## src/rtl/md_pkg.sv

```systemverilog
// Shared definitions for the md load/store path: access sizes, FSM states
// and the default data-memory depth.
package md_pkg;

  // Default data-memory depth in 32-bit words.
  localparam int MEM_WORDS_DEF = 512;

  // Access size encodings as carried on req_size.
  localparam logic [1:0] SZ_B = 2'b00;
  localparam logic [1:0] SZ_H = 2'b01;
  localparam logic [1:0] SZ_W = 2'b10;

  // Load/store sequencer states.
  typedef enum logic [1:0] {
    ST_IDLE  = 2'd0,
    ST_READ  = 2'd1,
    ST_WRITE = 2'd2,
    ST_RESP  = 2'd3
  } state_e;

endpackage

```

## src/rtl/md_lanes.sv

```systemverilog
// Byte-lane logic for a little-endian 32-bit word: sub-word extraction with
// sign/zero extension, store merge into an existing word, and alignment check.
module md_lanes
  import md_pkg::*;
(
  input  logic [31:0] word_i,
  input  logic [1:0]  lane_i,
  input  logic [1:0]  size_i,
  input  logic        unsigned_i,
  input  logic [31:0] wdata_i,
  output logic [31:0] load_o,
  output logic [31:0] merged_o,
  output logic        align_err_o
);

  logic [7:0]  byte_sel;
  logic [15:0] half_sel;
  logic [31:0] wdata_rep;
  logic [3:0]  byte_en;

  // Pick the addressed lane, extend it, and replicate store data across lanes.
  always_comb begin
    byte_sel = 8'h00;
    case (lane_i)
      2'd0:    byte_sel = word_i[7:0];
      2'd1:    byte_sel = word_i[15:8];
      2'd2:    byte_sel = word_i[23:16];
      default: byte_sel = word_i[31:24];
    endcase
    half_sel = lane_i[1] ? word_i[31:16] : word_i[15:0];

    load_o    = word_i;
    wdata_rep = wdata_i;
    case (size_i)
      SZ_B: begin
        load_o    = {{24{~unsigned_i & byte_sel[7]}}, byte_sel};
        wdata_rep = {4{wdata_i[7:0]}};
      end
      SZ_H: begin
        load_o    = {{16{~unsigned_i & half_sel[15]}}, half_sel};
        wdata_rep = {2{wdata_i[15:0]}};
      end
      default: begin
        load_o    = word_i;
        wdata_rep = wdata_i;
      end
    endcase

    // Size 11 is illegal; halfwords need an even address, words a 4-aligned one.
    align_err_o = (size_i == 2'b11) ||
                  ((size_i == SZ_H) && lane_i[0]) ||
                  ((size_i == SZ_W) && (lane_i != 2'b00));
  end

  // Per byte: take replicated store data where the access covers the lane.
  for (genvar gi = 0; gi < 4; gi++) begin : g_lane
    localparam logic [1:0] LANE = 2'(gi);
    assign byte_en[gi] = ((size_i == SZ_B) && (lane_i == LANE)) ||
                         ((size_i == SZ_H) && (lane_i[1] == LANE[1])) ||
                         (size_i == SZ_W);
    assign merged_o[8*gi +: 8] = byte_en[gi] ? wdata_rep[8*gi +: 8]
                                             : word_i[8*gi +: 8];
  end

endmodule

```

## src/rtl/md_lsu.sv

```systemverilog
// Load/store initiator: turns byte-addressed loads/stores into word accesses
// on a memory that writes on negedge, doing read-modify-write for sub-words.
module md_lsu
  import md_pkg::*;
#(
  parameter int MEM_WORDS = MEM_WORDS_DEF,
  parameter int IDX_W     = $clog2(MEM_WORDS)
) (
  input  logic        clk,
  input  logic        rst_n,
  input  logic        req_valid,
  output logic        req_ready,
  input  logic        req_we,
  input  logic [1:0]  req_size,
  input  logic        req_unsigned,
  input  logic [31:0] req_addr,
  input  logic [31:0] req_wdata,
  output logic        resp_valid,
  output logic [31:0] resp_rdata,
  output logic        resp_err,
  output logic [31:0] AM,
  output logic [31:0] DM_,
  output logic        EW,
  input  logic [31:0] DM
);

  state_e      state_q;
  logic        req_ready_q;
  logic        resp_valid_q;
  logic [31:0] resp_rdata_q;
  logic        resp_err_q;
  logic        ew_q;
  logic [IDX_W-1:0] am_q;
  logic [31:0] dm_w_q;

  // Request fields held for the duration of the access.
  logic        we_q;
  logic [1:0]  size_q;
  logic        uns_q;
  logic [1:0]  lane_q;
  logic [31:0] wdata_q;

  logic [1:0]  lane_d;
  logic [1:0]  size_d;
  logic [31:0] load_d;
  logic [31:0] merged_d;
  logic        align_err;
  logic        range_err;
  logic        req_err;

  // In IDLE the lane block checks the incoming request; afterwards it works
  // on the latched request against the word read back from memory.
  always_comb begin
    lane_d    = (state_q == ST_IDLE) ? req_addr[1:0] : lane_q;
    size_d    = (state_q == ST_IDLE) ? req_size      : size_q;
    range_err = (req_addr[31:2] >= 30'(MEM_WORDS));
    req_err   = align_err || range_err;
  end

  md_lanes u_lanes (
    .word_i      (DM),
    .lane_i      (lane_d),
    .size_i      (size_d),
    .unsigned_i  (uns_q),
    .wdata_i     (wdata_q),
    .load_o      (load_d),
    .merged_o    (merged_d),
    .align_err_o (align_err)
  );

  // Sequencer with every output registered so the memory sees stable AM/DM_/EW.
  always_ff @(posedge clk) begin
    if (!rst_n) begin
      state_q      <= ST_IDLE;
      req_ready_q  <= 1'b1;
      resp_valid_q <= 1'b0;
      resp_rdata_q <= 32'h0;
      resp_err_q   <= 1'b0;
      ew_q         <= 1'b0;
      am_q         <= '0;
      dm_w_q       <= 32'h0;
      we_q         <= 1'b0;
      size_q       <= SZ_B;
      uns_q        <= 1'b0;
      lane_q       <= 2'b00;
      wdata_q      <= 32'h0;
    end else begin
      resp_valid_q <= 1'b0;
      ew_q         <= 1'b0;
      case (state_q)
        ST_IDLE: begin
          if (req_valid) begin
            we_q         <= req_we;
            size_q       <= req_size;
            uns_q        <= req_unsigned;
            lane_q       <= req_addr[1:0];
            wdata_q      <= req_wdata;
            req_ready_q  <= 1'b0;
            resp_rdata_q <= 32'h0;
            if (req_err) begin
              // Rejected requests never touch AM or EW.
              resp_err_q   <= 1'b1;
              resp_valid_q <= 1'b1;
              state_q      <= ST_RESP;
            end else begin
              resp_err_q <= 1'b0;
              am_q       <= req_addr[IDX_W+1:2];
              if (req_we && (req_size == SZ_W)) begin
                dm_w_q  <= req_wdata;
                ew_q    <= 1'b1;
                state_q <= ST_WRITE;
              end else begin
                state_q <= ST_READ;
              end
            end
          end
        end
        ST_READ: begin
          if (we_q) begin
            dm_w_q  <= merged_d;
            ew_q    <= 1'b1;
            state_q <= ST_WRITE;
          end else begin
            resp_rdata_q <= load_d;
            resp_valid_q <= 1'b1;
            state_q      <= ST_RESP;
          end
        end
        ST_WRITE: begin
          resp_rdata_q <= 32'h0;
          resp_valid_q <= 1'b1;
          state_q      <= ST_RESP;
        end
        ST_RESP: begin
          resp_rdata_q <= 32'h0;
          resp_err_q   <= 1'b0;
          req_ready_q  <= 1'b1;
          state_q      <= ST_IDLE;
        end
        default: begin
          req_ready_q <= 1'b1;
          state_q     <= ST_IDLE;
        end
      endcase
    end
  end

  assign req_ready  = req_ready_q;
  assign resp_valid = resp_valid_q;
  assign resp_rdata = resp_rdata_q;
  assign resp_err   = resp_err_q;
  assign EW         = ew_q;
  assign AM         = {{(32-IDX_W){1'b0}}, am_q};
  assign DM_        = dm_w_q;

endmodule

```

## config.mk

```make
export PLATFORM = sky130hd
export DESIGN_NAME = md_lsu
export DESIGN_NICKNAME = d
export VERILOG_FILES = /design/src/rtl/md_pkg.sv /design/src/rtl/md_lanes.sv /design/src/rtl/md_lsu.sv
export SDC_FILE = /design/constraint.sdc
export NUM_CORES = 1
export LEC_CHECK = 0
export CORE_MARGIN = 3
export CORE_UTILIZATION = 30
export DETAILED_ROUTE_END_ITERATION = 8
export PLACE_DENSITY = 0.67
export SYNTH_ARGS = -nofsm -noshare
export SYNTH_HDL_FRONTEND = slang
export SYNTH_SLANG_ARGS = --single-unit
```

## constraint.sdc

```tcl
create_clock -name clk -period 2.5 [get_ports clk]
set_input_delay 0.25 -clock clk [delete_from_list [all_inputs] [get_ports clk]]
set_output_delay 0.25 -clock clk [all_outputs]
set_load 0.02 [all_outputs]
```

Word level (Yosys, flattened, before mapping)
Cells that the tools add are included.

Register bits after elaboration: 117. Input bits: 103. Output and inout port bits: 100.

$lt $le $gt $ge: 1. Equal/unequal tests: 15. Mux-type cells: 36. Bitwise gates (word level): 5. Reduce and logical (&&, ||, !) cells: 32.

Operators with widths (number): 32-bit 2-to-1 mux (6); 32-bit one-hot mux with 2 select lines (3); 32-bit one-hot mux with 3 select lines (1); 8-bit 2-to-1 mux (4); 30-bit by 10-bit >= comparator with 1-bit output (second input constant) (1); 8-bit one-hot mux with 3 select lines (1); 16-bit 2-to-1 mux (1); 2-bit == test (second input constant) (7); 1-bit logical OR (11); 1-bit 2-to-1 mux (10); 2-bit 2-to-1 mux (5); 1-bit logical AND (9); 2-bit inequality test (second input constant) (4); 2-bit one-hot mux with 4 select lines (1); 2-bit by 1-bit == test with 1-bit output (second input constant) (3); 2-bit logical NOT (3); 1-bit one-hot mux with 2 select lines (3); 2-bit AND reduction (3); 2-bit nonzero test (3); 5-bit AND reduction (1); 1-bit inverter (3); 1-bit one-hot mux with 3 select lines (1); 3-bit AND reduction (1); 1-bit AND (2); 2 further kinds (2).

Logic depth before layout (Yosys ltp)
Depth after elaboration: 10. Gate-level depth with buffers: 11. Gate-level depth less buffers: 7.

Cells and area by module
From an unflattened synthesis, not the netlist that was laid out.

Cell total of the unflattened synthesis: 814. Area total of the unflattened synthesis: 6749.0 um2.

Modules (own cells, without submodules): md_lsu (instances 1, cells each 574, area each 5207.5 um2, sequential area each 2342.2 um2); md_lanes (instances 1, cells each 240, area each 1541.5 um2, sequential area each 0.0 um2).

Least setup slack after synthesis
Ideal clock, no wire load.

Path kind: register to register. Start: register state_q[0]. End: register dm_w_q[24], in the netlist DM_[24]. Library setup time: 0.126 ns. Arrival: 2.295 ns. Setup slack: 0.079 ns. Cell stages (with the launch flop): 12. Buffers on the path: 4. Clock period less this slack: 2.421 ns. Cell sequence: dfxtp_1 inv_1 ha_1 buf_6 mux2i_4 buf_6 nand2_2 a2111o_1 buf_2 a21oi_4 buf_6 a21oi_1.

Word-level cells in the longest chain between the ends: 9. Elaborated cells on any way between the ends: 29. Classes of those cells: eq/ne: 9; mux: 6; reduce/logical: 14.

Ends and longest elaborated chain: start, declared (RTL line md_lsu.sv:27) `state_e state_q;`; start signal, assigned (RTL line md_lsu.sv:74) `state_q <= ST_IDLE;`; start signal, assigned (RTL line md_lsu.sv:104) `state_q <= ST_RESP;`; start signal, assigned (RTL line md_lsu.sv:111) `state_q <= ST_WRITE;`; 2-bit logical NOT (RTL line md_lsu.sv:54, md_lsu.sv:55, md_lsu.sv:90); 2-bit 2-to-1 mux (on tied branches) (RTL line md_lsu.sv:54, md_lsu.sv:55); 2-bit == test (tied with other cells) (RTL line md_lanes.sv:58) `assign byte_en[gi] = ((size_i == SZ_B) && (lane_i == LANE)) ||`; 1-bit logical AND (on tied branches) (RTL line md_lanes.sv:58, md_lanes.sv:51, md_lanes.sv:59); 1-bit logical OR (on tied branches) (RTL line md_lanes.sv:58, md_lanes.sv:50); 1-bit logical OR (on tied branches) (RTL line md_lanes.sv:59, md_lanes.sv:51); 8-bit 2-to-1 mux or 1-bit logical OR (tied branches) (RTL line md_lanes.sv:61, md_lsu.sv:57); 32-bit 2-to-1 mux or 2-bit inequality test (tied branches); 32-bit one-hot mux with 2 select lines or 5-bit AND reduction (tied branches); end signal, assigned (RTL line md_lsu.sv:109) `dm_w_q <= req_wdata;`; end signal, assigned (RTL line md_lsu.sv:120) `dm_w_q <= merged_d;`; end, declared (RTL line md_lsu.sv:34) `logic [31:0] dm_w_q;`.

Several ways; a longest one is shown, not always the timed one. The select of a mux whose other input is x is not followed. A chain may end at the register's enable or synchronous reset.

Worst setup path after layout
Start: register state_q[0]. End: register dm_w_q[28], in the netlist DM_[28].

Same word-level chain as after synthesis.

==> flow_summary_export.csv <==
group,metric,value,unit
critical_path,slowest_delay,0.57,ns
pwr,power.internal,6.08,mW
clock_network,post-cts-setup-buffer-count,0,
final_layout,drive_gt1_frac,0.108,
clock_network,numCtsBuffers,17,
pwr,combPwrFrac,0.507,
critical_path,reg2regPathDepth,8,
routing,routed_wl,23100,um
hold_path,holdPathStages,2,
final_layout,n_antenna_cell,0,
grt,grt_usage,0.199,
critical_path,path_max_fanout,16,
pwr,clkPwrFrac,0.237,
timing,hold_violations,0,
critical_path,endpoint_kind,"flop",
grt,antenna_found_initial,0,
critical_path,start_kind,"flop",
logic_synthesis,synth_edf_count,0,
final_layout,fin_cells,1223,
grt,grt_use_met2,0.310,
die,die_area,0.0227,sq mm
routing,drt_iter0_markers,616,
critical_path,reg2reg_slack,0.14,ns
timing,skew,0.00651,ns
grt,globalRouteMet3Util,0.0557,
grt,grt_pass1_wl,34500,um
logic_synthesis,yosys-top-cells-area,"dfxtp_1 (37%), nand2_1 (8.5%), mux2i_1 (5.6%)",
routing,viasPerCell,5.33,
final_layout,multi_input_area,0.00359,sq mm
grt,grt-ovfl-total,0,
clock_network,root_buffer,"clkbuf_16",
grt,grt.busiest_layer,"met2",
logic_synthesis,syn_area,0.00629,sq mm
timing,rsz0062_at_grt,"no",
routing,ant_nets,0,
critical_path,r2r_end,"DM_[28]",
clock_network,clockBufferDepth,2,
final_layout,design_area,0.00908,sq mm
logic_synthesis,yosysUniqueCellTypes,62,
clock_network,clk_latency,0.42,ns
critical_path,cp.depth,8,
routing,vias,6517,
logic_synthesis,async_reset_ff_frac,0,
grt,grt_max_degree,88,
logic_synthesis,synth_top_area_frac,0.372,
run_status,status,"complete, no violations",
timing,tns,0,ns
place,port_buffers,179,
clock_network,numClockSinks,117,
critical_path,r2r-start,"state_q[0]",
final_layout,nets,1048,
critical_path,path_class,"reg2reg",
logic_synthesis,avgSynthCellArea,8.30,sq um
timing,period_needed,2.36,ns
pwr,power_switching_share,0.404,
flow_run,maxCapViolCount,0,
die,io_pins,203,
logic_synthesis,ys.flop_type,"dfxtp_1",
clock_network,cts.hold.buffers_added,0,
pwr,pwr-share-seq,0.257,
routing,wl_per_cell,18.9,um
pwr,p_leak,3.41,nW
timing,slew_viol_final,0,
logic_synthesis,synthCells,758,
routing,drc,0,
place,dp_hpwl,16900,um
clock_network,tritoncts,"yes",
critical_path,path_delay_family,"simple AND/OR/NAND/NOR gates",
logic_synthesis,synth_common_cells,"nand2_1 (142), dfxtp_1 (117), nor2_1 (53), o21ai_0 (53)",
critical_path,cp_num_buf_inv,2,
place,dp_cells,1192,
pwr,powerDensity,1120,mW/mm^2
hold_path,worstHoldStart,"rst_n",
clock_network,clk_pin_slew,0.05,ns
timing,max_slew_margin,0.552,
critical_path,timing.critical_path.from,"state_q[0]",
clock_network,htreeDepth,4,
timing,tightest_slew,0.668,ns
pwr,fin_total_pwr,10.2,mW
routing,dr.pass1.iters,6,
clock_network,cts_resized,0,
pwr,p_sw,4.13,mW
timing,setup_viol,0,
timing,min_period_over_period,0.944,
place,dp_slack,0.0472,ns
pwr,ir_drop,0.000565,V
logic_synthesis,yosysTopAreaCell,"dfxtp_1",
place,dpl_cell_area,0.00848,sq mm
grt,grt_util_met1,0.266,
timing,setup_ws,0.139,ns
logic_synthesis,synth_seq_area_share,0.372,
final_layout,n_fill_cell,2031,
logic_synthesis,ys_ff_latch,117,
die,core-area,0.0204,sq mm
logic_synthesis,synth_warnings,0,
critical_path,required,2.85,ns
critical_path,crit_chain,"inv_1 -> ha_4 -> mux2i_4 -> buf_6 -> a211oi_2 -> nor3_2 -> a222oi_1 -> a21oi_1",
timing,clock.fmax,0.424,GHz
critical_path,crit_arrival,2.71,ns
final_layout,seq_area,0.00234,sq mm
final_layout,syn2layout_area_growth,44.4,%
critical_path,slowest_stage,"nor3_2",
die,initial_core_util,0.308,
hold_path,hold_path_end,"req_ready",
die,dieHeight,151,um
die,die_w,151,um
die,fp-row-count,52,
place,place_congestion,0.861,
hold_path,hold_path.class,"in2reg",
logic_synthesis,yosysMostFrequentCell,"nand2_1",
grt,grt_pass1_vias,5951,
-- how the worst max path moves through the flow --
stage,to,slack (ns)
6_report,DM_[28],0.14
5_1_grt,DM_[17],0.002
4_1_cts,DM_[8],0.02
3_5_place_dp,resp_rdata[23],0.05
3_3_place_gp,DM_[8],0.06
2_1_floorplan,DM_[24],0.08
-- power by group through the flow --
stage                     combinational (mW)  sequential, mW  clock [mW]
after floorplan                         2.80            2.95           0
after global placement                  5.03            2.64           0
after CTS                               5.08            2.62        2.45
after global routing                    5.58            2.66        2.53
final                                   5.17            2.62        2.42
after detailed placement                5.07            2.65           0
-- layer usage --
metal / part of all wire / vias to the layer above
li1: - / 3081
met1: 0.42 / 3057
met2: 0.45 / 346
met3: 0.11 / 33
met4: 0.020 / 0
met5: 0 / -
-- placed cells by master (no fill, tap or decap), types with 12 or more instances in the layout --
master,synthesis,final
a21boi_0,39,39
a21oi_1,20,20
a222oi_1,14,14
a31oi_1,16,16
buf_4,26,38
clkbuf_16,0,17
clkdlybuf4s50_1,0,178
conb_1,1,23
dfxtp_1,117,117
mux2i_1,35,35
nand2_1,142,142
nand2b_1,21,21
nor2_1,53,53
o211ai_1,12,12
o21ai_0,53,52
o221ai_1,26,26
-- through the flow --
stage / utilization / hold slack [ns]
after floorplan: - / 0.395
after global placement: 0.415 / 0.427
after detailed placement: 0.415 / 0.433
after CTS: 0.443 / 0.153
after global routing: 0.445 / 0.178
final: 0.445 / 0.176
-- final cells by class --
cell class	instances	area share
Sequential cell	117	0.258
Clock inverter	9	0.0113
Multi-Input combinational cell	573	0.395
Clock buffer	22	0.0522
Inverter	7	0.00289
Tap cell	270	0.0372
Timing Repair Buffer	225	0.244
-- registers in the layout, summed over array words and instances, names as in the netlist --
name        count
DM_            32
EW              1
am_q            9
lane_q          2
req_ready       1
resp_err        1
resp_rdata     32
resp_valid      1
size_q          2
state_q         2
uns_q           1
wdata_q        32
we_q            1
-- cell families after synthesis --
| family | synth area share |
|---|---|
| AOI/OAI and AO/OA | 0.289 |
| adders and majority gates | 0.00796 |
| buffers and inverters | 0.0782 |
| DFF | 0.372 |
| muxes | 0.0750 |
| other | 0.000596 |
| and+or+nand+nor | 0.177 |
(Power assumes the default switching activity.)
